==> src/rtl/eth_rr_pkt_mux.sv <==
// Packet-granular N:1 AXI-Stream mux for the Ethernet TX path. It requests the external
// round-robin arbiter, locks onto the granted port and forwards that frame until tlast.
module eth_rr_pkt_mux #(
    parameter int N          = 4,
    parameter int DATA_WIDTH = 256,
    parameter int KEEP_WIDTH = DATA_WIDTH / 8,
    parameter int IDX_WIDTH  = $clog2(N)
) (
    input  logic                    clk,
    input  logic                    rst_n,
    input  logic [N-1:0]            s_tvalid,
    output logic [N-1:0]            s_tready,
    input  logic [N*DATA_WIDTH-1:0] s_tdata,
    input  logic [N*KEEP_WIDTH-1:0] s_tkeep,
    input  logic [N-1:0]            s_tlast,
    output logic                    m_tvalid,
    input  logic                    m_tready,
    output logic [DATA_WIDTH-1:0]   m_tdata,
    output logic [KEEP_WIDTH-1:0]   m_tkeep,
    output logic                    m_tlast,
    output logic [N-1:0]            arb_req,
    input  logic [N-1:0]            arb_grant,
    output logic [IDX_WIDTH-1:0]    sel_port,
    output logic                    busy,
    output logic [31:0]             stat_pkt_cnt
);
    typedef enum logic {
        IDLE = 1'b0,
        BUSY = 1'b1
    } state_t;

    state_t                 state_q;
    logic [IDX_WIDTH-1:0]   sel_q;
    logic                   m_tvalid_q;
    logic [DATA_WIDTH-1:0]  m_tdata_q;
    logic [KEEP_WIDTH-1:0]  m_tkeep_q;
    logic                   m_tlast_q;
    logic [31:0]            pkt_cnt_q;

    logic [DATA_WIDTH-1:0]  port_data [N];
    logic [KEEP_WIDTH-1:0]  port_keep [N];

    genvar gi;
    generate
        for (gi = 0; gi < N; gi++) begin : g_slice
            assign port_data[gi] = s_tdata[gi*DATA_WIDTH +: DATA_WIDTH];
            assign port_keep[gi] = s_tkeep[gi*KEEP_WIDTH +: KEEP_WIDTH];
        end
    endgenerate

    // A multi-hot grant resolves to its lowest set bit.
    logic                 grant_any;
    logic [IDX_WIDTH-1:0] grant_idx;
    always_comb begin
        grant_any = 1'b0;
        grant_idx = '0;
        for (int i = N - 1; i >= 0; i--) begin
            if (arb_grant[i]) begin
                grant_any = 1'b1;
                grant_idx = IDX_WIDTH'(i);
            end
        end
    end

    logic out_free;
    logic src_hs;
    assign out_free = !m_tvalid_q || m_tready;
    assign src_hs   = (state_q == BUSY) && s_tvalid[sel_q] && out_free;

    always_comb begin
        s_tready = '0;
        if (state_q == BUSY) begin
            s_tready[sel_q] = out_free;
        end
    end

    // Requests are suppressed while reset is held so the arbiter sees a quiet bus.
    assign arb_req = (rst_n && state_q == IDLE) ? s_tvalid : '0;

    always_ff @(posedge clk or negedge rst_n) begin
        if (!rst_n) begin
            state_q    <= IDLE;
            sel_q      <= '0;
            m_tvalid_q <= 1'b0;
            m_tdata_q  <= '0;
            m_tkeep_q  <= '0;
            m_tlast_q  <= 1'b0;
            pkt_cnt_q  <= '0;
        end else begin
            if (m_tvalid_q && m_tready && m_tlast_q) begin
                pkt_cnt_q <= pkt_cnt_q + 32'd1;
            end

            // Load and drain may coincide, giving one beat per clock.
            if (src_hs) begin
                m_tvalid_q <= 1'b1;
                m_tdata_q  <= port_data[sel_q];
                m_tkeep_q  <= port_keep[sel_q];
                m_tlast_q  <= s_tlast[sel_q];
            end else if (m_tready) begin
                m_tvalid_q <= 1'b0;
            end

            if (state_q == IDLE) begin
                if (grant_any && s_tvalid[grant_idx]) begin
                    sel_q   <= grant_idx;
                    state_q <= BUSY;
                end
            end else begin
                if (src_hs && s_tlast[sel_q]) begin
                    state_q <= IDLE;
                end
            end
        end
    end

    assign m_tvalid     = m_tvalid_q;
    assign m_tdata      = m_tdata_q;
    assign m_tkeep      = m_tkeep_q;
    assign m_tlast      = m_tlast_q;
    assign sel_port     = sel_q;
    assign busy         = (state_q == BUSY);
    assign stat_pkt_cnt = pkt_cnt_q;

endmodule

==> config.mk <==
export PLATFORM = sky130hd
export DESIGN_NAME = eth_rr_pkt_mux
export DESIGN_NICKNAME = d
export VERILOG_FILES = /design/src/rtl/eth_rr_pkt_mux.sv
export SDC_FILE = /design/constraint.sdc
export NUM_CORES = 1
export LEC_CHECK = 0
export BUFFER_PORTS_ARGS = -buffer_cell sky130_fd_sc_hd__buf_2
export CAP_MARGIN = 0
export CELL_PAD_IN_SITES_DETAIL_PLACEMENT = 1
export CELL_PAD_IN_SITES_GLOBAL_PLACEMENT = 2
export CORE_AREA = 2 2 589 591
export DETAILED_ROUTE_END_ITERATION = 8
export DIE_AREA = 0 0 591 593
export GPL_ROUTABILITY_DRIVEN = 0
export GPL_TIMING_DRIVEN = 0
export PLACE_DENSITY_LB_ADDON = 0.1
export SETUP_SLACK_MARGIN = 0.05
export SLEW_MARGIN = 20
export SYNTH_ARGS = -nofsm -noshare
export SYNTH_HDL_FRONTEND = slang
export SYNTH_SLANG_ARGS = --single-unit
==> constraint.sdc <==
create_clock -name clk -period 2.12 [get_ports clk]
set_clock_uncertainty 0.2 [all_clocks]
set_input_delay 0.424 -clock clk [delete_from_list [all_inputs] [get_ports clk]]
set_output_delay 0.424 -clock clk [all_outputs]
set_load 0.005 [all_outputs]
After elaboration in Yosys (flattened, before gate mapping)
Index checks and enable logic that the tools add are counted.
W data, S select, Z words.
{"block": "totals", "output_inout_bits": 333, "wordCells": 56, "register_bits": 325, "inputBits": 1167}
{"block": "classes", "add_sub_neg": 1, "n_reduce_logical": 12, "bitwise": 3, "mux": 29, "n_lt_le_gt_ge": 4}
{"op": "$bmux W256 S2", "count": 1}
{"op": "$mux W256", "count": 2}
{"op": "$bmux W32 S2", "count": 1}
{"op": "$mux W32", "count": 2}
{"op": "$add A32 B1 Y32 const B", "count": 1}
{"op": "$mux W1", "count": 13}
{"op": "$logic_and A1 B1 Y1", "count": 8}
{"op": "$mux W2", "count": 4}
{"op": "$mux W4", "count": 2}
{"op": "$bmux W1 S2", "count": 3}
{"op": "$lt A2 B3 Y1 const B", "count": 2}
{"op": "$and A4 B4 Y4", "count": 1}
{"op": "$ge A3 B3 Y1 const B", "count": 1}
{"op": "$not A2 Y3", "count": 1}
{"op": "$demux W1 S2", "count": 1}
{"op": "$ge A2 B1 Y1 const B", "count": 1}
{"op": "$reduce_and A2 Y1", "count": 1}
{"op": "$reduce_bool A2 Y1", "count": 1}
{"op": "$logic_not A1 Y1", "count": 1}
{"op": "$logic_or A1 B1 Y1", "count": 1}
{"op": "$not A1 Y1", "count": 1}

Depth between registers and ports, before layout
Gate-level depths: netlist (run 1).
{"block": "depth", "depth_word": 9, "ltp_mapped": 7, "depth_no_buf": 5}

Worst setup path after synthesis (run 1)
No wires, ideal clock.
{"block": "synth_timing", "path_type": "flip-flop to flip-flop", "startpoint": "reg sel_q[0], in the netlist sel_port[0]", "endpoint": "reg m_tdata_q[101], in the netlist m_tdata[101]", "slack_ns": -0.040, "t_arrival_ns": 1.833, "setup_ns": 0.127, "path_buffers": 3, "period_less_slack_ns": 2.160, "stages_incl_launch_ff": 6, "t_required_ns": 1.793, "path_cell_list": "dfrtp_1 buf_2 clkbuf_1 buf_2 mux4_2 mux2_1"}
{"block": "synth_via", "elab_chain_len": 4, "elab_cells_between_ends": 8, "classes_between": "mux (5); bitwise (1); reduce/logical (2)"}
{"item": "start, declared", "line_no": "33", "text": "logic [IDX_WIDTH-1:0] sel_q;"}
{"item": "start signal, assigned", "line_no": "106", "text": "sel_q <= grant_idx;"}
{"item": "$not A2 Y3 (not written as such) or $bmux W1 S2 (tied branches)", "line_no": "97, 68"}
{"item": "$bmux W256 S2 or $mux W1 (tied branches)", "line_no": "97, 68"}
{"item": "$mux W256 (not written as such) or $logic_and A1 B1 Y1 (tied branches) (2 in series)", "line_no": "97, 68"}
{"item": "end signal, assigned", "line_no": "97", "text": "m_tdata_q <= port_data[sel_q];"}
{"item": "end, declared", "line_no": "35", "text": "logic [DATA_WIDTH-1:0] m_tdata_q;"}
Parallel ways exist; a longest one is shown, timed or not. The select of a mux whose other input is x is not followed.
A chain may end at the register's enable or synchronous reset.

Worst setup path after layout (run 1)
{"block": "layout_timing", "startpoint": "reg sel_q[1], in the netlist sel_port[1]", "endpoint": "out s_tready[1]"}
{"block": "layout_via", "elab_chain_len": 6, "elab_cells_between_ends": 7, "classes_between": "order compare (2); mux (3); bitwise (1); reduce/logical (1)"}
{"item": "$lt A2 B3 Y1 (not written as such) or $ge A2 B1 Y1 (tied branches)", "line_no": "73", "text": "s_tready[sel_q] = out_free;"}
{"item": "$logic_and A1 B1 Y1 (not written as such)", "line_no": "73"}
{"item": "$mux W1 (not written as such)", "line_no": "73"}
{"item": "$demux W1 S2 (*)", "line_no": "73"}
{"item": "$and A4 B4 Y4 (no line) (*)"}
{"item": "$mux W4 (*)", "line_no": "72", "text": "if (state_q == BUSY) begin"}
{"item": "end, declared", "line_no": "12", "text": "output logic [N-1:0] s_tready,"}
Mark *: on every way between the ends. The rest lies on a longest branch, timed or not.

==> results.txt, run 1 <==
- Global routing used 13.83% of the available tracks across all layers.
* Worst-margin pin slew: 0.9301 ns
- Post-detail-place hpwl: 212.6 mm
- Of all flip-flops after synthesis, the portion carrying an async set or reset was 100.0%.
* Chain of cells forming the critical path: buf_12 -> clkbuf_16 -> buf_16 -> clkbuf_16 -> nor3b_2 -> buf_4
- First-pass GRT wire length: 312.6 mm
- Summed over all nets, wire length on met3 after detailed routing comes to 17.77 mm.
* Worst Setup Start Kind: register
- The number of global-route vias before repair is 27.54k.
- The routed design could run at a clock period as short as 2.807 ns.
- Registers take 8154 um^2.
* Cell type with the highest aggregate area in the netlist: sky130_fd_sc_hd__dfrtp_1
* Quantity of I/O buffers inserted on ports: 1499
* Minimum setup slack among reg-to-reg paths: -0.60 ns
- Std-Cell Core Area: 344600 um^2
- Remaining routing DRC violations: 0
* Most frequent cell after synthesis: sky130_fd_sc_hd__dfrtp_1
- Grt ovf: 0
- Clock buffer count from CTS: 59
* Number of top-level design ports: 1500
- Once the floorplan was initialized, standard cells occupied 5.621% of the core.
* Largest net degree at the start of global routing: 64
- Most frequent cells after synthesis: sky130_fd_sc_hd__dfrtp_1, sky130_fd_sc_hd__mux4_2, sky130_fd_sc_hd__mux2_1, sky130_fd_sc_hd__mux2_2, sky130_fd_sc_hd__clkbuf_1
- Among the stages of the critical path, the cell type that occurs most often is sky130_fd_sc_hd__clkbuf_16.
- Met2 Wirelength: 121.3 mm
- Dividing the detail-routed via count by the number of cells gives 2.836.
- STA puts the critical path data arrival time at 2.18 ns.
- The worst setup path is captured at an output pin.
* R2R cell count: 11
- Worst Path Required: 1.50 ns
- Post-Syn Area: 19370 um^2
- CTS built an H-tree with a depth of 2.
* Hold Path Sink: m_tdata[232]
- Total negative slack: -145.05 ns
- Horiz. Die Dim: 591 um
* Count of warnings emitted by yosys: 0
- The final route contains 24.49k vias.
- Result of the run: complete, but fails checks
* Number of antenna violations at the first check in global routing: 273
- In this run the clock root is driven by a sky130_fd_sc_hd__clkbuf_16.
- The die is 593 um tall.
* Worst hold path cell count: 3
- Measured on the finished design, the core utilization comes to 14.68%.
- At the later pin of the worst-skew pair, clock insertion delay measures 0.71 ns.
* Post-route setup slack: -0.6870 ns
- CTS Buffer Depth: 3
- Most used flip-flop cell after synthesis: sky130_fd_sc_hd__dfrtp_1
* Multi-input combinational cell area: 11650 um^2
* Max-cap viol count: 0
- Period Utilization, post-route: 132.4%
* Area of the die: 350500 um^2
- The synthesized design contains 0 enable-type register cells.
- DR WL/cell: 29.04 um
* Wire length the detailed router placed on met1: 105.7 mm
* Worst-path clk slew: 0.05 ns
- Delay of the slowest critical-path stage: 0.47 ns
- WL final: 250.7 mm
- PD cells: 1171 nW/um^2
- The synthesized design devotes to its leading area cell type 41.99% of total area.
- Worst setup path class: reg2out
- On the critical path, the stage with the largest delay is an instance of sky130_fd_sc_hd__dfrtp_2.
- Yosys attributes the largest share of cell area to sky130_fd_sc_hd__dfrtp_1, sky130_fd_sc_hd__mux4_2, sky130_fd_sc_hd__mux2_1.
* Mapped Nets: 2289
- Antenna violation net count after detailed routing: 0
- Sequential area share after synthesis: 41.99%
- Failing checks: setup timing
- Summed over all cells, the static leakage comes to 21.96 nW.
- Of all nets on the critical path, the largest fanout is 5.
* Layout Cells excl Fill: 8634
* Final-report max-slew violation count: 0
* Final hold violation count: 0
- In this run the critical register-to-register path is captured at m_tdata[24].
- In this run the worst hold path is classified as in2reg.
- Startpoint of the worst hold path: s_tdata[744]
* Final setup violation count: 299
- Cells with a size suffix above 1 make up 61.57% of the layout.
- In the final design database the tool counted 5095 nets.
* Unique masters post-synth: 35
- In this run, the number of DRC markers left after iteration 0 of detailed routing was 986.
* Post-synthesis cell count: 1121
- RSZ-0062 raised after global routing: true
* Mean cell area of the mapped netlist: 17.28 um^2
- The worst-case IR drop observed on VDD is 0.7724 mV.
* Layout area overhead: 161.1%
* Clock Sink Count: 325
- Fill cells in the final layout number 39.73k.
* Flops & latches, synth: 325
- On the final layout, the worst hold slack is 0.06847 ns.
- TritonCTS built the clock tree.
- After floorplanning, the core was divided into 216 placement rows.
* Source of the worst register-to-register timing path: sel_port[1]
* Pre-antenna DRT Iters: 5
- The highest metal layer carrying signal wires in the routed design is met5.
- In this run, placement finished with an instance count of 7207.
- Headroom to the max-slew limit: 38.00%
- Based on the critical path, the design can be clocked at up to 0.3563 GHz.
[report_power, final]
group,switching [mW],total (mW),internal (mW)
combinational,16.6,37.8,21.2
clock,4.32,10.3,6.00
sequential,1.79,11.1,9.30
total,22.7,59.2,36.5
[layer usage]
metal / vias to the layer above / global-route usage (%)
li1: 10340 / -
met1: 12380 / 17.15
met2: 1316 / 23.88
met3: 368 / 3.859
met4: 88 / 2.532
met5: - / 0
[metrics by stage]
stage	area, um^2	power (mW)	worst slack [ns]
after detailed placement	33000	37.72	-1.784
after CTS	50100	61.17	-0.8470
after floorplan	19540	23.81	0.02160
final	50570	59.21	-0.6870
after global routing	50450	62.94	-0.8305
after global placement	32770	37.63	-9.306
[cell type report]
cell class / count / area share (%)
inverter: 3 / 0.02227
clock inverter: 23 / 0.4651
antenna: 83 / 0.4107
buffer: 96 / 3.080
sequential: 325 / 16.12
clock buffer: 84 / 3.365
tap: 4578 / 11.33
timing repair buffer: 2749 / 42.16
multi-input combinational: 693 / 23.04
[cells in the final DEF (no fill, tap or decap), types with 3 or more instances in the layout]
cell type,count
sky130_fd_sc_hd__and2_4,4
sky130_fd_sc_hd__and3_1,10
sky130_fd_sc_hd__buf_12,65
sky130_fd_sc_hd__buf_16,57
sky130_fd_sc_hd__buf_2,1473
sky130_fd_sc_hd__buf_4,52
sky130_fd_sc_hd__buf_6,41
sky130_fd_sc_hd__buf_8,20
sky130_fd_sc_hd__bufinv_16,4
sky130_fd_sc_hd__clkbuf_1,17
sky130_fd_sc_hd__clkbuf_16,67
sky130_fd_sc_hd__clkbuf_2,7
sky130_fd_sc_hd__clkbuf_4,7
sky130_fd_sc_hd__clkbuf_8,20
sky130_fd_sc_hd__clkinv_2,15
sky130_fd_sc_hd__dfrtp_1,308
sky130_fd_sc_hd__dfrtp_2,17
sky130_fd_sc_hd__diode_2,83
sky130_fd_sc_hd__dlygate4sd3_1,1101
sky130_fd_sc_hd__inv_1,3
sky130_fd_sc_hd__mux2_1,16
sky130_fd_sc_hd__mux2_2,26
sky130_fd_sc_hd__mux2_4,249
sky130_fd_sc_hd__mux4_2,290
sky130_fd_sc_hd__nand2_1,13
sky130_fd_sc_hd__nand3_2,6
sky130_fd_sc_hd__nand3_4,3
sky130_fd_sc_hd__nand4_1,13
sky130_fd_sc_hd__nor2_1,6
sky130_fd_sc_hd__xnor2_1,25
sky130_fd_sc_hd__xnor2_2,3
sky130_fd_sc_hd__xor2_1,3
[worst max-delay path, delay by kind of cell, from the launching register on]
| kind | cells | cell delay, ns |
|---|---|---|
| buffers and inverters | 5 | 0.82 |
| flip-flops | 1 | 0.47 |
| AND/OR/NAND/NOR | 1 | 0.15 |
[worst max path at each step]
stage	from	to
global placement	rst_n	m_tdata[25]
global route	sel_port[1]	s_tready[1]
floorplan	sel_port[0]	m_tdata[100]
CTS	sel_port[1]	s_tready[1]
finish	sel_port[1]	s_tready[1]
detailed placement	sel_port[1]	m_tkeep[15]
[state kept, by name, summed over array words and instances (netlist names)]
| signal | cells |
|---|---|
| busy | 1 |
| sel_port | 2 |
| m_tvalid | 1 |
| m_tdata | 256 |
| m_tkeep | 32 |
| stat_pkt_cnt | 32 |
| m_tlast | 1 |
[cells by family after synthesis]
group           synth area share, %
xor+xnor                      1.402
simple gates                  2.145
compound gates               0.2455
buf+inv                       3.520
fa+ha+maj                   0.06458
mux                           50.64
flops                         41.99
[what timing repair did]
action	4_1_cts	5_1_grt
setup endpoints to repair	353	316
setup buffers	92	13
endpoints found under the hold margin	443	0
gates resized for setup	554	59
hold buffers	1108	0
pin swaps	7	10
cloned	33	1
Note: power is estimated with default switching activity, not from simulation.
==> run 2: changes to the inputs <==
Settings changed: CTS_BUF_LIST set to sky130_fd_sc_hd__clkbuf_4.
==> run 2 against run 1 <==
Synthesized area stayed put. The flow now stops in clock tree synthesis (4_1_cts). Synthesized cell count stayed put.
==> results.txt, run 2 <==
- The portion of synthesized cell area occupied by the leading cell type came to 41.99% (unchanged).
* Post-CTS Setup Inserts: 19 (-79%)
* Stopping stage: clock tree synthesis (4_1_cts)
- The first error in the log reads "[ERROR RSZ-0060] Max buffer count reached".
- The root buffer cell chosen for the clock tree is sky130_fd_sc_hd__clkbuf_4.
- Quantity of I/O buffers inserted on ports: 1499 (unchanged)
* Count of cells resized by post-cts repair: 181 (-67%)
- Die Span Y: 593 um (unchanged)
* Pre-CTS setup slack: -1.784 ns (unchanged)
* CTS Buffer Depth: 4 (+1)
- CTS H-tree depth: 4 (+2)
* Most frequent cells after synthesis: sky130_fd_sc_hd__dfrtp_1, sky130_fd_sc_hd__mux4_2, sky130_fd_sc_hd__mux2_1, sky130_fd_sc_hd__mux2_2, sky130_fd_sc_hd__clkbuf_1
- The area of placed instances was 33000 um^2 (unchanged).
* Mean cell area of the mapped netlist: 17.28 um^2 (unchanged)
- The placement row count is 216 (unchanged).
- The count of distinct cell types in the synthesized netlist is 35 (unchanged).
- Clock buffer count from CTS: 143 (+140%)
- The post-synthesis instance area was 19370 um^2 (unchanged).
- The run stopped with a tool error.
* Number of synthesized flops with an enable pin: 0 (unchanged)
- The fraction of registers with async set/reset is 100.0% (unchanged).
- Flops & latches, synth: 325 (unchanged)
* Post-synthesis cell count: 1121 (unchanged)
- Yosys instantiated no cell more often than sky130_fd_sc_hd__dfrtp_1.
* Mapped Nets: 2289 (unchanged)
- Number of top-level design ports: 1500 (unchanged)
* Cell type with the highest aggregate area in the netlist: sky130_fd_sc_hd__dfrtp_1
* Clock Sink Count: 325 (unchanged)
- The die width is 591 um (unchanged).
- Cts-stage hold buffer count: 1493 (+35%)
* Initial core utilization: 5.621% (unchanged)
- The count of yosys warnings during synthesis came to 0 (unchanged).
* Most used flip-flop cell after synthesis: sky130_fd_sc_hd__dfrtp_1
- The proportion of synthesized chip area in sequential cells was 41.99% (unchanged).
- Leading post-synthesis cells by cell area: sky130_fd_sc_hd__dfrtp_1, sky130_fd_sc_hd__mux4_2, sky130_fd_sc_hd__mux2_1
* Post-detail-place hpwl: 212.6 mm (unchanged)
run 2: stage by stage:
step | TNS, ns | std cells
after detailed placement | -425.56 | 7207
after global placement | -3645.12 | 7198
after floorplan | 0 | 1121
run 2: cells by family after synthesis:
logic type	share of synthesized area, %
mux	50.64
flops	41.99
buf+inv	3.520
simple gates	2.145
xor+xnor	1.402
compound gates	0.2455
fa+ha+maj	0.06458
==> run 3: changes to the inputs <==
Settings changed: CELL_PAD_IN_SITES_DETAIL_PLACEMENT 1 to not set, CELL_PAD_IN_SITES_GLOBAL_PLACEMENT 2 to not set, CORE_AREA 2 2 589 591 to 2 2 583 585, CTS_BUF_LIST sky130_fd_sc_hd__clkbuf_4 to not set, DIE_AREA 0 0 591 593 to 0 0 585 587, PLACE_DENSITY_LB_ADDON 0.1 to 0.15, SETUP_SLACK_MARGIN 0.05 to not set.
Clock period 2.12 ns to 2.75 ns, I/O delays scaled along.
==> run 3 against run 2 <==
The run now ends clean.
==> results.txt, run 3 (synthesis gave the netlist of run 1 again) <==
* Max FFs per register: 256
- Relative to the synthesized area, the layout overhead comes to 89.36%.
* Total negative slack: 0 ns
- The starting density of the core came to 5.732% (+0.11 points).
* Clock share of power: 20.6%
- After routing the design area is 36680 um^2.
* Post-route setup slack: 0.07195 ns
- After clock tree synthesis, the clock-pin slew on the worst setup and hold paths is 0.06 ns.
* Leak Pwr: 15.21 nW
- Leaving out fill and tap cells, the most frequent cell in the layout is sky130_fd_sc_hd__buf_2.
* First-pass GRT wire length: 259.6 mm
- Worst setup path startpoint: sel_port[0]
- Total global routing track utilization: 11.97%
* Power share of the combinational group: 55.6%
- TritonCTS built the clock tree.
- Vias in the first global route: 21.47k
- Headroom to the max-slew limit: 23.20%
- The final critical path takes up 97.38% of the cycle.
- In this run the clock root is driven by a sky130_fd_sc_hd__clkbuf_16.
* Reg2Reg Capture Point: m_tdata[7]
- Cell Area, Placed: 32820 um^2 (-0.54%)
* Clk Latency, worst-skew pair: 0.70 ns
- Walking the worst path, the cells encountered are buf_12 -> mux4_2 -> nand2_8 -> buf_16 -> buf_12 -> mux2_1.
* Maximum ir drop on the vdd rail: 0.3318 mV
- PD cells: 962.1 nW/um^2
- Worst Setup Start Kind: register
- After floorplanning, the core was sized to cover 337900 um^2.
* Result of the run: finished, final reports clean
* Final Net Count: 4008
* CTS H-tree depth: 2 (-2)
- Worst hold path cell count: 3
* Proportion of layout cells with a drive suffix above 1: 71.74%
* Most used cell, CP: sky130_fd_sc_hd__buf_12
- Quantity of I/O buffers inserted on ports: 1499 (unchanged)
- Worst Path Required: 3.11 ns
- In this run, the number of DRC markers left after iteration 0 of detailed routing was 997.
* R2R cell count: 6
- By startpoint and endpoint, the worst setup path is classified as reg2reg.
* Via/cell ratio: 2.700
- The number of sinks handled by clock tree synthesis was 325 (unchanged).
* Nature of the critical path endpoint: register
- Grt ovf: 0
- Remaining routing DRC violations: 0
- The detailed-placement wirelength estimate was 190.8 mm (-10%).
- The count of placed standard cells including taps was 7167 (-0.56%).
* Worst-margin pin slew: 1.152 ns
* Sequential fraction of design power: 23.8%
- WL final: 213.0 mm
* Layout Cells excl Fill: 7503
* Worst hold margin: 0.09610 ns
- Max-cap viol count: 0
* DR WL/cell: 28.39 um
* Most frequent cells in the layout: sky130_fd_sc_hd__buf_2, sky130_fd_sc_hd__dfrtp_1, sky130_fd_sc_hd__mux4_2
* Type of the worst min-delay path: in2reg
- The number of pins with negative max-slew slack in the final report was 0.
- Cell internal power was estimated by the tool at 20.84 mW.
* Startpoint of the worst hold path: s_tdata[609]
- Across all layers, the routed design uses 20.26k vias.
* Area of the die: 343400 um^2
- The I/O pin count came to 1500 (unchanged).
- Final hold violation count: 0
- Delay of the slowest critical-path stage: 0.68 ns
* Clock buffer count from CTS: 54 (-62%)
- Data arrival, critical path: 3.04 ns
- The initial antenna violation count came to 239.
- Source of the worst register-to-register timing path: sel_port[0]
- Timing would allow up to 0.3734 GHz.
* Crit path time final: 2.678 ns
- PnR Total Power: 35.29 mW
* CTS Buffer Depth: 3 (-1)
* Layout Utilization: 10.85%
- Die Span Y: 587 um (-1.0%)
* Antenna violation net count after detailed routing: 0
- RSZ-0062 raised after global routing: false
- In this run the worst path has a maximum fanout of 10.
* Pre-CTS setup slack: -1.061 ns (+0.7231 ns)
- Minimum setup slack among reg-to-reg paths: 0.07 ns
* Net switching power: 14.45 mW
- The worst hold path terminates at m_tdata[97].
* Horiz. Die Dim: 585 um (-1.0%)
- Net Sw Frac: 40.96%
- Slowest stage cell, crit path: sky130_fd_sc_hd__mux4_2
* Final setup violation count: 0
* Largest net degree at the start of global routing: 77
- The first detailed-routing pass took 5 iterations.
* FP Rows: 214 (-0.93%)
run 3: how the worst max path moves through the flow:
stage                    to  slack [ns]
2_1_floorplan  m_tdata[100]        0.58
3_3_place_gp    m_tdata[95]       -7.62
3_5_place_dp   m_tdata[104]       -1.06
4_1_cts        m_tdata[150]      -0.008
5_1_grt          m_tkeep[9]       0.002
6_report         m_tdata[7]        0.07
run 3: layer usage:
layer  vias up  wire, um  GRT usage [%]
met5         -       728              0
met2      1409    103400          20.63
met4       114      6270          3.326
met1     10210     78950          13.03
li1       8144         -              -
met3       379     23650          5.560
run 3: critical path: cells and delay by family (launching register included):
kind	cells	cell delay, ns
DFF	1	0.39
muxes	2	1.01
buffers and inverters	3	0.60
and+or+nand+nor	1	0.25
run 3: area by class of cell:
cell class	instances	area, um^2
Timing Repair Buffer	1666	9346
Clock inverter	12	142.6
Tap cell	4536	5675
Antenna cell	83	207.7
Clock buffer	88	1680
Fill cell	39040	301200
Multi-Input combinational cell	693	10600
Buffer	97	878.3
Sequential cell	325	8135
Inverter	3	11.26
run 3: power groups by stage:
stage / registers, mW / logic [mW] / clock network (mW)
finish: 8.40 / 19.6 / 7.27
global route: 8.71 / 21.1 / 7.87
CTS: 8.43 / 20.5 / 7.73
detailed placement: 8.48 / 19.8 / 0
global placement: 8.45 / 19.7 / 0
floorplan: 8.48 / 9.47 / 0
run 3: what timing repair did:
action | 4_1_cts | 5_1_grt
pin swaps | 3 | 2
cloned | 0 | 1
hold buffers | 147 | 0
endpoints found under the hold margin | 205 | 0
setup endpoints to repair | 295 | 25
buffers inserted | 8 | 0
gates resized for setup | 69 | 10
==> run 4: changes to the inputs <==
Settings changed: BUFFER_PORTS_ARGS -buffer_cell sky130_fd_sc_hd__buf_2 to -buffer_cell sky130_fd_sc_hd__clkbuf_2.
==> run 4 against run 3 <==
Final cell count is 3.4% higher. Clock power grew 7.2%. Clock-buffer cell count fell by 8. Sequential share of layout area is 1.6 points lower. Fmax down 0.43%. Register-to-register slack hardly changed. Hold slack worse by 0.034 ns. Cell area increased by 8.0%. Routed wire length grew 0.73%. First-iteration DRC count is 1.4% higher. Die area unchanged. Worst setup slack worse by 0.012 ns. Critical path type unchanged.
==> results.txt, run 4 (synthesis gave the netlist of run 1 again) <==
- Clk Latency, worst-skew pair: 0.71 ns (about the same)
* Crit path time final: 2.690 ns (+0.01169 ns)
* Pre-antenna DRT Iters: 5 (unchanged)
- The initial antenna violation count is 213 (-11%).
* Final hold violation count: 0 (unchanged)
- Remaining routing DRC violations: 0 (unchanged)
* Cell Area, Placed: 32820 um^2 (about the same)
- The critical path data arrival time is 3.06 ns (+0.02 ns).
- The first-pass GRT wire length was 263.1 mm (+1.3%).
- Leak Pwr: 16.75 nW (+10%)
- Most used cell, CP: sky130_fd_sc_hd__buf_8
* Initial core utilization: 5.732% (unchanged)
- The power density relative to cell area came to 916.7 nW/um^2 (-4.7%).
- Largest net degree at the start of global routing: 71 (-7.8%)
* Layout area overhead: 104.4%
* FP Rows: 214 (unchanged)
- The number of flip-flops under the largest register name is 256 (unchanged).
* Vias in the first global route: 22.78k (+6.1%)
* Worst Path Required: 3.12 ns (about the same)
- Sequential fraction of design power: 23.4% (-0.4 points)
- The area enclosed by the die boundary came to 343400 um^2 (unchanged).
- Pre-CTS setup slack: -1.126 ns (-0.06569 ns)
* Total global routing track utilization: 12.04% (+0.077 points)
- TritonCTS built the clock tree.
* Std-Cell Core Area: 337900 um^2 (unchanged)
- The power share of the combinational group is 55.2% (-0.4 points).
* Net Sw Frac: 40.68% (-0.28 points)
- Worst setup path class: reg2reg
- CTS Buffer Depth: 3 (unchanged)
- The initial DRC count came to 1011 (+1.4%).
- Achievable clock frequency: 0.3718 GHz (-0.43%)
* Worst Setup Start Kind: register
- The die width was 585 um (unchanged).
- Delay of the slowest critical-path stage: 0.69 ns (about the same)
- The relative slew slack came to 25.68% (+2.5 points).
- Setup repair after global routing left no endpoint under its margin.
- The tree is rooted in a sky130_fd_sc_hd__clkbuf_16.
- Area of all placed cells without fillers: 39600 um^2 (+8.0%)
- The clock-pin slew of the registers on the worst-case setup and hold paths is 0.06 ns (about the same).
- The final setup violation count was 0 (unchanged).
- The mean number of vias per cell was 2.705 (+0.19%).
- The total of buffers placed on input and output ports was 1499 (unchanged).
* Int Pwr: 21.53 mW (+3.4%)
- Number of top-level design ports: 1500 (unchanged)
* Result of the run: finished, final reports clean
* Maximum ir drop on the vdd rail: 0.4988 mV (+50%)
- Slowest stage cell, crit path: sky130_fd_sc_hd__mux4_2
- Broken down by cell family, the worst path's largest delay share belongs to multiplexers.
* Grt ovf: 0 (unchanged)
* Type of the worst min-delay path: in2reg
- The number of sinks handled by clock tree synthesis is 325 (unchanged).
- Final-report max-slew violation count: 0 (unchanged)
- Clock share of power: 21.5% (+0.9 points)
- DR WL/cell: 27.65 um (-2.6%)
* Die Span Y: 587 um (unchanged)
- Largest fanout on the critical path: 10 (unchanged)
- The number of routed nets with antenna violations came to 0 (unchanged).
- The top cell types in the final layout, fill and taps aside, are sky130_fd_sc_hd__clkbuf_2, sky130_fd_sc_hd__dlygate4sd3_1, sky130_fd_sc_hd__dfrtp_1.
- Most frequent standard cell in the layout excluding fill and tap cells: sky130_fd_sc_hd__clkbuf_2
- The routed wire length is 214.6 mm (+0.73%).
- The worst setup path is captured at a register.
- Net switching power: 14.77 mW (+2.2%)
* Worst-margin pin slew: 1.115 ns (-0.03722 ns)
- The count of vias placed by the detailed router was 21.00k (+3.6%).
- Max-cap viol count: 0 (unchanged)
- The critical path goes through buf_8 -> mux4_2 -> nand2_8 -> buf_12 -> buf_16 -> buf_8 -> mux2_1.
* Post-detail-place hpwl: 191.0 mm (+0.13%)
- The layout cell share with drive strength beyond 1 was 65.37% (-6.4 points).
* Clock buffer count from CTS: 55 (+1.9%)
* Period Utilization, post-route: 97.81% (+0.43 points)
- Final Net Count: 4300 (+7.3%)
- The worst-case setup margin in the final layout came to 0.06026 ns (-0.01169 ns).
- Buf/Inv on CP: 4 (+1)
* CTS H-tree depth: 2 (unchanged)
[run 4: final cells by class]
class,count,area [um^2]
clock inverters,16,322.8
well taps,4536,5675
repair buffers,1956,12270
multi-input cells,693,10610
inverters,3,11.26
plain buffers,98,840.8
fillers,38890,298300
clock buffers,80,1600
flip-flops and latches,325,8135
diodes,54,135.1
[run 4: worst min-delay path: cells and delay by family]
family / cells / cell delay (ns)
buffers and inverters: 1 / 0.14
AND/OR/NAND/NOR: 2 / 0.20
[run 4: what timing repair did]
item                                    CTS  global route
endpoints found under the hold margin   229             0
buffers inserted                          8             3
pin swaps                                 3             1
gates resized for setup                  62            13
hold buffers                            434             0
endpoints found under the setup margin  295            16
gates cloned                              0             1
[run 4: through the flow]
stage	std cells	TNS, ns	hold WS (ns)	total power, mW	utilization [%]
2_1_floorplan	1121	0	0.05441	17.95	-
3_5_place_dp	7167	-186.88	0.2786	28.31	9.713
4_1_cts	7704	-0.05386	0.00003120	37.72	11.65
3_3_place_gp	7156	-3212.47	0.2748	28.18	9.632
6_report	7761	0	0.06233	36.30	11.72
5_1_grt	7726	0	0.01711	38.78	11.69
[run 4: worst paths after layout]
| kind | start | endpoint | slack, ns | cells past startpoint |
|---|---|---|---|---|
| worst max-delay path | sel_port[0] | m_tdata[2] | 0.06 | 7 |
| worst min-delay path | m_tready | m_tvalid | 0.06 | 3 |
| worst max register to register | sel_port[0] | m_tdata[2] | 0.06 | 7 |
| worst min register to register | m_tdata[35] | m_tdata[35] | 0.29 | 1 |
| max in group asynchronous | rst_n | stat_pkt_cnt[25] | 1.10 | 4 |
| min in group asynchronous | rst_n | m_tdata[181] | 0.33 | 3 |
[run 4: power by group through the flow]
stage	clock (mW)	sequential [mW]	combinational [mW]
2_1_floorplan	0	8.48	9.47
3_3_place_gp	0	8.56	19.6
3_5_place_dp	0	8.57	19.7
4_1_cts	8.32	8.52	20.9
5_1_grt	8.39	8.79	21.6
6_report	7.79	8.49	20.0
[run 4: metal layers]
metal	vias to the layer above	wire length [um]	part of all wire (%)	global-route usage (%)
met5	-	740	0.34	0
met4	112	5895	2.7	3.189
met3	318	23830	11	5.530
met2	1331	104000	48	20.89
met1	10550	80060	37	13.11
li1	8686	-	-	-
